==> src/rtl/watchdog_array.sv <==
// watchdog_array: NCH independent watchdog timers, each one-shot or auto-reload,
// with a one-cycle timeout pulse and a sticky status flag per channel.
module watchdog_array #(
  parameter int NCH = 4,
  parameter int CW  = 9
) (
  input  logic              clk,
  input  logic              rst,
  input  logic [NCH-1:0]    start,
  input  logic [NCH-1:0]    halt,
  input  logic [NCH-1:0]    kick,
  input  logic [NCH*CW-1:0] limit,
  input  logic [NCH-1:0]    reload,
  input  logic [NCH-1:0]    sts_clr,
  output logic [NCH*CW-1:0] cnt,
  output logic [NCH-1:0]    busy,
  output logic [NCH-1:0]    timeout,
  output logic [NCH-1:0]    sts,
  output logic              any_sts
);
  typedef enum logic {IDLE, RUN} state_e;
  state_e                  st_q [NCH];
  state_e                  st_d [NCH];
  logic [NCH-1:0][CW-1:0]  cnt_q, cnt_d, lim_q, lim_d;
  logic [NCH-1:0]          mode_q, mode_d, timeout_q, timeout_d, sts_q, sts_d;
  always_comb begin
    st_d      = st_q;
    cnt_d     = cnt_q;
    lim_d     = lim_q;
    mode_d    = mode_q;
    timeout_d = '0;
    // Priority per channel: halt > start > kick > terminal > increment
    for (int i = 0; i < NCH; i++) begin
      if (halt[i]) begin
        st_d[i]  = IDLE;
        cnt_d[i] = '0;
      end else if (start[i]) begin
        st_d[i]   = RUN;
        cnt_d[i]  = '0;
        lim_d[i]  = limit[i*CW +: CW];
        mode_d[i] = reload[i];
      end else if (st_q[i] == IDLE || kick[i]) begin
        cnt_d[i] = '0;
      end else if (cnt_q[i] == lim_q[i]) begin
        cnt_d[i]     = '0;
        timeout_d[i] = 1'b1;
        st_d[i]      = mode_q[i] ? RUN : IDLE;
      end else begin
        cnt_d[i] = cnt_q[i] + CW'(1);
      end
    end
    sts_d = (sts_q & ~sts_clr) | timeout_d;
  end
  always_ff @(posedge clk) begin
    if (rst) begin
      st_q      <= '{default: IDLE};
      cnt_q     <= '0;
      lim_q     <= '0;
      mode_q    <= '0;
      timeout_q <= '0;
      sts_q     <= '0;
    end else begin
      st_q      <= st_d;
      cnt_q     <= cnt_d;
      lim_q     <= lim_d;
      mode_q    <= mode_d;
      timeout_q <= timeout_d;
      sts_q     <= sts_d;
    end
  end
  for (genvar g = 0; g < NCH; g++) begin : g_busy
    assign busy[g] = st_q[g] == RUN;
  end
  assign cnt     = cnt_q;
  assign timeout = timeout_q;
  assign sts     = sts_q;
  assign any_sts = |sts_q;
endmodule

==> config.mk <==
export PLATFORM = sky130hd
export DESIGN_NAME = watchdog_array
export DESIGN_NICKNAME = d
export VERILOG_FILES = /design/src/rtl/watchdog_array.sv
export SDC_FILE = /design/constraint.sdc
export NUM_CORES = 1
export LEC_CHECK = 0
export CAP_MARGIN = 20
export CORE_UTILIZATION = 50
export DETAILED_ROUTE_END_ITERATION = 10
export GPL_TIMING_DRIVEN = 0
export PLACE_DENSITY = 0.95
export SLEW_MARGIN = 20
export SYNTH_ARGS = -nofsm -noshare
export SYNTH_HDL_FRONTEND = slang
export SYNTH_SLANG_ARGS = --single-unit
==> constraint.sdc <==
create_clock -name clk -period 1.8 [get_ports clk]
set_input_delay 0.36 -clock clk [delete_from_list [all_inputs] [get_ports clk]]
set_output_delay 0.36 -clock clk [all_outputs]
set_load 0.02 [all_outputs]
==> results.json, run 1 <==
{
  "antenna_found_initial": 0,
  "path_clk_slew_ns": 0.09,
  "totalWireLength_mm": 9.363,
  "antenna_cells": 0,
  "outcome": "complete, no violations",
  "post-cts-setup-buffer-count": 0,
  "yosysTopAreaCellShare": 0.4522,
  "core-area_um2": 7408,
  "cts.sink_count": 88,
  "max_slew_margin": 0.6435,
  "internal_power_mw": 2.877,
  "sw_power_mw": 0.9663,
  "power_switching_share": 0.2515,
  "postLayoutCoreUtil": 0.7110,
  "post-route-drc-count": 0,
  "timing.critical_path.arrival_ns": 1.39,
  "grt_max_degree": 16,
  "rsz_0062_raised_after_global_routing": "false",
  "finalWorstPathRequiredPeriod_ns": 1.753,
  "number_of_global_route_vias_before_repair": 3453,
  "power_per_cell_area_nw_per_um2": 729.5,
  "final-setup-viol-count": 0,
  "tritoncts.num_buffers": 9,
  "static-leakage-power_nw": 2.079,
  "mappedNetlistNets": 511,
  "critical_path.max_fanout": 3,
  "dpl.hpwl_mm": 7.103,
  "fin_skew_ns": 0.009399,
  "clock_tree_from_tritoncts": "done",
  "ys.warnings.count": 0,
  "grtUsageMet2": 0.4198,
  "overall_die_area_um2": 8150,
  "grt_overflow": 0,
  "reg2reg_setup_slack_ns": 0.36,
  "commonest_register_cell_after_synthesis": "dfxtp_1",
  "critical-path-slowest-cell": "clkdlybuf4s50_1",
  "yosys-top-cells-area": "dfxtp_1 (45%), xnor2_1 (12%), nand2_1 (9.4%)",
  "avgSynthCellArea_um2": 8.678,
  "groute.layer.met3.usage": 0.03535,
  "io-pin-count": 107,
  "final_min_period_over_clock_period": 0.9741,
  "rows": 31,
  "slowest_delay_ns": 0.64,
  "gp_congestion": 0.8357,
  "post-synth-top-area-cell": "dfxtp_1",
  "clk_root_buffer_cell": "clkbuf_8",
  "timing.max_cap.violations": 0,
  "timing.reg2reg.worst_path_depth": 5,
  "cts.path.max_buffers": 2,
  "crit_end": "cnt[35]",
  "synth_async_sr_flop_share": 0,
  "initial_utilization": 0.5259,
  "routed_wire_length_per_instance_um": 13.97,
  "critPathRequiredTime_ns": 1.44,
  "grt_first_pass_wirelength_mm": 15.63,
  "crit-reg2reg-capture": "cnt[17]",
  "drive_above_1_share": 0.08056,
  "dp.cells": 654,
  "design.final.nets": 628,
  "global_route.usage.total": 0.2352,
  "critPathTopFamily": "buffers and inverters",
  "hold_class": "flop to flop",
  "groute.layer.met1.usage": 0.2844,
  "synthDistinctLibCells": 30,
  "crit_cells": 1,
  "layout.cells.most_common_list": "nand2_1 (98), dfxtp_1 (86), clkdlybuf4s50_1 (72), xnor2_1 (55), a21oi_1 (40)",
  "gr-max-usage-layer": "met2",
  "crit_chain": "clkdlybuf4s50_1",
  "timing.fmax_ghz": 0.5703,
  "detailedRoute.firstIterationViolations": 65,
  "comb_power_share": 0.124,
  "vias_per_cell": 5.185,
  "syn-instance-count": 449,
  "cts-htree-levels": 3,
  "mostFrequentLayoutCell": "nand2_1",
  "fp.dieH_um": 90.28,
  "setup.worst_path.start_class": "flop",
  "die_width_um": 90.28,
  "synth_edf_count": 0,
  "ir_drop_v": 0.0004040,
  "pwr-share-seq": 0.528,
  "p_clk_frac": 0.349,
  "finalHoldViolations": 0,
  "insertion_delay_ns": 0.35,
  "firstDrtPassIters": 4,
  "detail-route-antenna-nets": 0,
  "final_max_slew_viol_count": 0,
  "routed-via-count": 3474,
  "crit_type": "flop to primary output",
  "crit-reg2reg-launch": "cnt[9]",
  "synth.ff_latch_count": 88,
  "worstSetupStartpoint": "cnt[35]",
  "syn_to_final_growth_pct": 35.20,
  "stdcell_count": 670,
  "port-buffer-count": 106,
  "netlist_area_um2": 3896,
  "cp_num_buf_inv": 1,
  "synth_seq_area_share": 0.4522,
  "tightestPinTransition_ns": 0.5348,
  "setup.worst_path.end_class": "primary output"
}
[Yosys cell counts (all sizes together), types with 8 or more instances]
cell type   n
nand4       8
nor3       16
nand3      22
xor2        9
and2        8
clkbuf     13
nor3b      16
a21oi      40
nor2       33
dfxtp      88
nand2      99
xnor2      55
[area by class of cell]
cell class                      count  area (um2)
Clock buffer                        9       123.9
Multi-Input combinational cell    337        2001
Buffer                             20       118.9
Clock inverter                      7       70.07
Timing Repair Buffer              106        1051
Fill cell                         557        2141
Sequential cell                    88        1764
Inverter                            4       15.01
Tap cell                           99       123.9
[worst reg2reg max path, cell delays in order, from the launching register on]
cell	delay (ns)
dfxtp_1	0.48
ha_1	0.26
nand3_2	0.12
nor3_1	0.21
xnor2_1	0.19
nor3b_2	0.07
[state kept, by name (all words and copies together), names as in the netlist]
| name | count |
|---|---|
| cnt | 36 |
| timeout | 4 |
| lim_q | 36 |
| busy | 4 |
| sts | 4 |
| mode_q | 4 |
[power by group through the flow]
stage | combinational [mW] | clock [mW] | sequential (mW)
after floorplan | 0.255 | 0 | 2.07
after global placement | 0.457 | 0 | 2.07
after detailed placement | 0.472 | 0 | 2.07
after CTS | 0.473 | 1.36 | 2.03
after global routing | 0.515 | 1.44 | 2.03
final | 0.475 | 1.34 | 2.03
[how the worst min path moves through the flow]
stage,to,startpoint,cells past startpoint
6_report,mode_q[0],mode_q[0],2
5_1_grt,mode_q[0],mode_q[0],2
4_1_cts,mode_q[0],mode_q[0],2
3_5_place_dp,mode_q[0],mode_q[0],2
3_3_place_gp,mode_q[2],mode_q[2],2
2_1_floorplan,busy[0],halt[0],1
[layer usage]
layer	vias up	wire (um)
met2	123	4611
li1	1722	-
met5	-	0
met3	16	466
met4	0	175
met1	1613	4110
[through the flow]
| stage | instance area [um2] | total power, mW | setup slack (ns) | TNS [ns] | hold WS (ns) |
|---|---|---|---|---|---|
| final | 5268 | 3.843 | 0.04668 | 0 | 0.4616 |
| after detailed placement | 5081 | 2.545 | -0.2203 | -7.680 | 0.4511 |
| after CTS | 5241 | 3.858 | 0.0005972 | 0 | 0.4644 |
| after global routing | 5268 | 3.991 | 0.006370 | 0 | 0.4775 |
| after global placement | 5081 | 2.526 | -0.1619 | -4.096 | 0.4446 |
| after floorplan | 3896 | 2.327 | 0.4157 | 0 | 0.4289 |
[timing repair]
item,4_1_cts,5_1_grt
endpoints found under the setup margin,25,10
resized for setup,29,11
hold buffers,0,0
[cells by family (layout without fill, tap and decap cells)]
logic type,after synthesis,count (layout),synth area share
buffers and inverters,24,146,0.03436
and+or+nand+nor,222,222,0.2848
xor gates and xnor gates,64,64,0.1439
AOI/OAI and AO/OA,47,47,0.07193
DFF,88,88,0.4522
adders and majority gates,4,4,0.01285
No activity file was read; power rests on OpenSTA's default activity.
==> inputs of run 2 (changes only) <==
--- a/config.mk
+++ b/config.mk
@@ -6,10 +6,11 @@
 export NUM_CORES = 1
 export LEC_CHECK = 0
 export CAP_MARGIN = 20
-export CORE_UTILIZATION = 50
+export CORE_UTILIZATION = 52
 export DETAILED_ROUTE_END_ITERATION = 10
 export GPL_TIMING_DRIVEN = 0
 export PLACE_DENSITY = 0.95
+export SKIP_LAST_GASP = 1
 export SLEW_MARGIN = 20
 export SYNTH_ARGS = -nofsm -noshare
 export SYNTH_HDL_FRONTEND = slang
==> run 2 against run 1 <==
Effect of this change:
- non-clock buffer count stayed put
- utilization is 1.6 points higher
- combinational power is 0.8% higher
- fmax is 0.10% lower
- worst hold slack better by 0.0028 ns
- count of clock-buffer cells in the layout is 1 higher
- flip-flop and latch count stayed put
- design area is 0.12% higher
- die area is 3.8% lower
- setup slack worse by 0.0018 ns
==> results.json, run 2 (synthesis results as in run 1) <==
{
  "outcome": "complete, no violations",
  "core-area_um2": 7253,
  "finalWorstPathRequiredPeriod_ns": 1.755,
  "clock_tree_from_tritoncts": "done",
  "finalHoldViolations": 0,
  "timing.max_cap.violations": 0,
  "timing.critical_path.arrival_ns": 1.40,
  "hold_class": "flop to flop",
  "route.top_layer_used": "met4",
  "fin_skew_ns": 0.008727,
  "post-route-drc-count": 0,
  "drive_above_1_share": 0.07706,
  "detail_route.wirelength.met1_mm": 4.093,
  "critical_path.max_fanout": 3,
  "final_min_period_over_clock_period": 0.9751,
  "routed-via-count": 3542,
  "grt_overflow": 0,
  "cts.sink_count": 88,
  "antenna_found_initial": 0,
  "tritoncts.num_buffers": 9,
  "rows": 31,
  "max_slew_margin": 0.6647,
  "post-route-worst-setup-slack_ns": 0.04486,
  "met2_wirelength_mm": 5.035,
  "overall_die_area_um2": 7843,
  "global_route.usage.total": 0.2574,
  "grt_first_pass_wirelength_mm": 15.61,
  "nFillCells": 539,
  "timing.fmax_ghz": 0.5698,
  "antenna_cells": 0,
  "design.final.nets": 628,
  "crit_type": "flop to primary output",
  "critical-path-slowest-cell": "clkdlybuf4s50_1",
  "ir_drop_v": 0.0003495,
  "detailedRoute.firstIterationViolations": 108,
  "rsz_0062_raised_after_global_routing": "false",
  "mostFrequentLayoutCell": "nand2_1",
  "dp_worst_setup_slack_ns": -0.2359,
  "gp_congestion": 0.8126,
  "p_total_mw": 3.950,
  "layout.cells.most_common_list": "nand2_1 (98), dfxtp_1 (88), clkdlybuf4s50_1 (70), xnor2_1 (55), a21oi_1 (40)",
  "seqCellArea_um2": 1762,
  "power_per_cell_area_nw_per_um2": 749.0,
  "post-cts-setup-buffer-count": 0,
  "static-leakage-power_nw": 2.081,
  "critPathRequiredTime_ns": 1.44,
  "syn_to_final_growth_pct": 35.36,
  "port-buffer-count": 106,
  "totalWireLength_mm": 9.919,
  "setup.worst_path.start_class": "flop",
  "path_clk_slew_ns": 0.08,
  "p_clk_frac": 0.365,
  "stdcell_count": 670,
  "tightestPinTransition_ns": 0.5029,
  "comb_power_share": 0.121,
  "cts-htree-levels": 3,
  "power_switching_share": 0.2570,
  "pwr-share-seq": 0.513,
  "final-setup-viol-count": 0,
  "clk_root_buffer_cell": "clkbuf_8",
  "number_of_global_route_vias_before_repair": 3516,
  "insertion_delay_ns": 0.36,
  "cts.path.max_buffers": 2,
  "die_width_um": 88.56,
  "placement.cell_area_um2": 5081,
  "critPathTopFamily": "buffers and inverters",
  "routed-wl-met3_um": 581,
  "sw_power_mw": 1.015,
  "crit_chain": "clkdlybuf4s50_1",
  "slowest_delay_ns": 0.63,
  "dp.cells": 654,
  "firstDrtPassIters": 4,
  "io-pin-count": 107,
  "detail-route-antenna-nets": 0,
  "multi_input_comb_area_um2": 2001,
  "holdWs_ns": 0.4644,
  "initial_utilization": 0.5372,
  "vias_per_cell": 5.287,
  "grt_max_degree": 17,
  "cp_num_buf_inv": 1,
  "setup.worst_path.end_class": "primary output",
  "fp.dieH_um": 88.56,
  "routed_wire_length_per_instance_um": 14.80,
  "dpl.hpwl_mm": 7.480,
  "internal_power_mw": 2.935,
  "final_design_area_no_fill_um2": 5274,
  "final_max_slew_viol_count": 0
}
[run 2: power groups by stage]
stage               Sequential, mW  Combinational, mW  Clock, mW
CTS                           2.03              0.479       1.46
global placement              2.07              0.461          0
detailed placement            2.07              0.476          0
finish                        2.03              0.479       1.44
floorplan                     2.07              0.255          0
global route                  2.03              0.519       1.54
[run 2: routing by layer]
metal  vias up  GRT usage
li1       1729          -
met1      1665     0.2958
met2       130     0.4685
met3        18    0.04291
met4         0     0.1129
met5         -          0
[run 2: cell type report]
type,instances,area share
inverters,4,0.002847
clock buffers,10,0.02610
multi-input cells,337,0.3794
clock inverters,6,0.01400
repair buffers,106,0.1976
flip-flops and latches,88,0.3340
well taps,99,0.02349
plain buffers,20,0.02254
[run 2: worst paths after layout]
path	start	to	slack, ns	cells after the start
max	cnt[17]	cnt[17]	0.04	1
min	mode_q[1]	mode_q[1]	0.46	2
max reg2reg	cnt[18]	cnt[24]	0.37	5
min reg2reg	mode_q[1]	mode_q[1]	0.46	2
[run 2: stage by stage]
stage,TNS [ns],util
after floorplan,0,-
after global placement,-3.544,0.7005
after detailed placement,-6.719,0.7005
after CTS,-0.07184,0.7250
after global routing,0,0.7271
final,0,0.7271
[run 2: what timing repair did]
item / in CTS / in global routing
setup endpoints to repair: 28 / 9
hold buffers: 0 / 0
resized for setup: 29 / 9
pin swaps: 0 / 0
hold endpoints to repair: 0 / 0
==> inputs of run 3 (changes only) <==
--- a/config.mk
+++ b/config.mk
@@ -6,7 +6,9 @@
 export NUM_CORES = 1
 export LEC_CHECK = 0
 export CAP_MARGIN = 20
-export CORE_UTILIZATION = 52
+export CELL_PAD_IN_SITES_DETAIL_PLACEMENT = 1
+export CELL_PAD_IN_SITES_GLOBAL_PLACEMENT = 2
+export CORE_UTILIZATION = 30
 export DETAILED_ROUTE_END_ITERATION = 10
 export GPL_TIMING_DRIVEN = 0
 export PLACE_DENSITY = 0.95
==> run 3 against run 2 <==
Effect of this change:
- combinational power hardly changed
- clock power up 39%
- critical path depth rose by 1
- design area grew 3.5%
- setup slack worse by 0.0044 ns
- first-iteration DRC count rose by 14%
- final cell count rose by 11%
- count of clock-buffer cells in the layout did not move
- via count down 2.0%
- sequential power barely moved
- global-route usage down 8.3 points
- flip-flop and latch count unchanged
==> results.json, run 3 (synthesis results as in run 1) <==
{
  "clk_root_buffer_cell": "clkbuf_16",
  "ir_drop_v": 0.0003643,
  "grt_max_degree": 20,
  "hold_class": "flop to flop",
  "final_min_period_over_clock_period": 0.9775,
  "initial_utilization": 0.3087,
  "design.final.nets": 627,
  "mostFrequentLayoutCell": "nand2_1",
  "timing.max_cap.violations": 0,
  "static-leakage-power_nw": 2.108,
  "firstDrtPassIters": 4,
  "detailedRoute.firstIterationViolations": 123,
  "outcome": "complete, no violations",
  "rsz_0062_raised_after_global_routing": "false",
  "critical_path.max_fanout": 3,
  "tightestPinTransition_ns": 0.4701,
  "die_width_um": 116.0,
  "detail-route-antenna-nets": 0,
  "port-buffer-count": 106,
  "sw_power_mw": 1.061,
  "dp_worst_setup_slack_ns": -0.4063,
  "reg2reg_setup_slack_ns": 0.30,
  "cts.path.max_buffers": 2,
  "insertion_delay_ns": 0.35,
  "final_max_slew_viol_count": 0,
  "routed-via-count": 3472,
  "timing.fmax_ghz": 0.5683,
  "cts.sink_count": 88,
  "layout.cells.most_common_list": "nand2_1 (98), dfxtp_1 (88), clkdlybuf4s50_1 (71), xnor2_1 (55), a21oi_1 (40)",
  "finalHoldViolations": 0,
  "power_per_cell_area_nw_per_um2": 825.8,
  "p_clk_frac": 0.444,
  "totalWireLength_mm": 11.07,
  "antenna_found_initial": 1,
  "rows": 41,
  "crit_type": "flop to primary output",
  "timing.critical_path.arrival_ns": 1.40,
  "comb_power_share": 0.106,
  "global_route.usage.total": 0.1741,
  "dpl.hpwl_mm": 8.569,
  "path_clk_slew_ns": 0.06,
  "antenna_cells": 0,
  "number_of_global_route_vias_before_repair": 3662,
  "vias_per_cell": 4.679,
  "tritoncts.num_buffers": 9,
  "gp_congestion": 0.7783,
  "internal_power_mw": 3.448,
  "critPathRequiredTime_ns": 1.44,
  "syn_to_final_growth_pct": 40.14,
  "core-area_um2": 12620,
  "holdWs_ns": 0.4649,
  "max_slew_margin": 0.6866,
  "fin_skew_ns": 0.01022,
  "setup_total_negative_slack_ns": 0,
  "power_switching_share": 0.2354,
  "post-route-drc-count": 0,
  "grt_first_pass_wirelength_mm": 17.77,
  "cts-htree-levels": 3,
  "io-pin-count": 107,
  "pwr-share-seq": 0.450,
  "finalWorstPathRequiredPeriod_ns": 1.760,
  "grt_overflow": 0,
  "overall_die_area_um2": 13450,
  "setup.worst_path.end_class": "primary output",
  "postLayoutCoreUtil": 0.4327,
  "setup.worst_path.start_class": "flop",
  "final-setup-viol-count": 0,
  "drive_above_1_share": 0.07544,
  "routed_wire_length_per_instance_um": 14.92,
  "fp.dieH_um": 116.0,
  "clock_tree_from_tritoncts": "done",
  "post-route-worst-setup-slack_ns": 0.04044
}
-- run 3: cell count changes in the layout (fill, tap and decap cells not counted), moves of 3 or more --
cell,before,now
inv_6,3,0
clkbuf_16,0,9
clkinv_2,0,3
clkbuf_8,11,1
-- run 3: repair_timing --
item                                    4_1_cts  5_1_grt
resized for setup                            31        7
endpoints found under the setup margin       30        7
setup buffers                                 0        0
hold buffers                                  0        0
-- run 3: path summary, 6_finish.rpt --
path / end / cells after the start / startpoint
max: any_sts / 2 / sts[1]
min: mode_q[1] / 2 / mode_q[1]
max reg2reg: cnt[17] / 5 / cnt[9]
min reg2reg: mode_q[1] / 2 / mode_q[1]
-- run 3: stage by stage --
stage / area (um2) / power, mW / instances
after floorplan: 3896 / 2.327 / 449
after global placement: 5172 / 2.545 / 727
after detailed placement: 5172 / 2.561 / 727
after CTS: 5443 / 4.549 / 742
after global routing: 5460 / 4.676 / 742
final: 5460 / 4.509 / 742
-- run 3: area by class of cell --
cell class	count	area, um2
clock inverter	6	83.83
clock buffer	10	229.0
timing repair buffer	106	1040
buffer	19	115.1
multi-input combinational	337	2001
sequential	88	1762
inverter	4	15.01
tap	172	215.2
fill	1490	7159
-- run 3: metal layers --
metal / GRT usage / share of wire / up-vias
li1: - / - / 1719
met1: 0.2044 / 0.44 / 1656
met2: 0.3087 / 0.49 / 81
met3: 0.03086 / 0.040 / 16
met4: 0.07778 / 0.022 / 0
met5: 0 / 0 / -
-- run 3: power groups by stage --
stage	Combinational, mW	Clock (mW)	Sequential (mW)
after detailed placement	0.487	0	2.07
after global routing	0.528	2.11	2.03
after floorplan	0.255	0	2.07
final	0.478	2.00	2.03
after CTS	0.487	2.03	2.03
after global placement	0.472	0	2.07
-- run 3: critical path: stages (launching register included) --
cell and delay, ns:
dfxtp_1 0.36, or4_1 0.51, buf_2 0.18
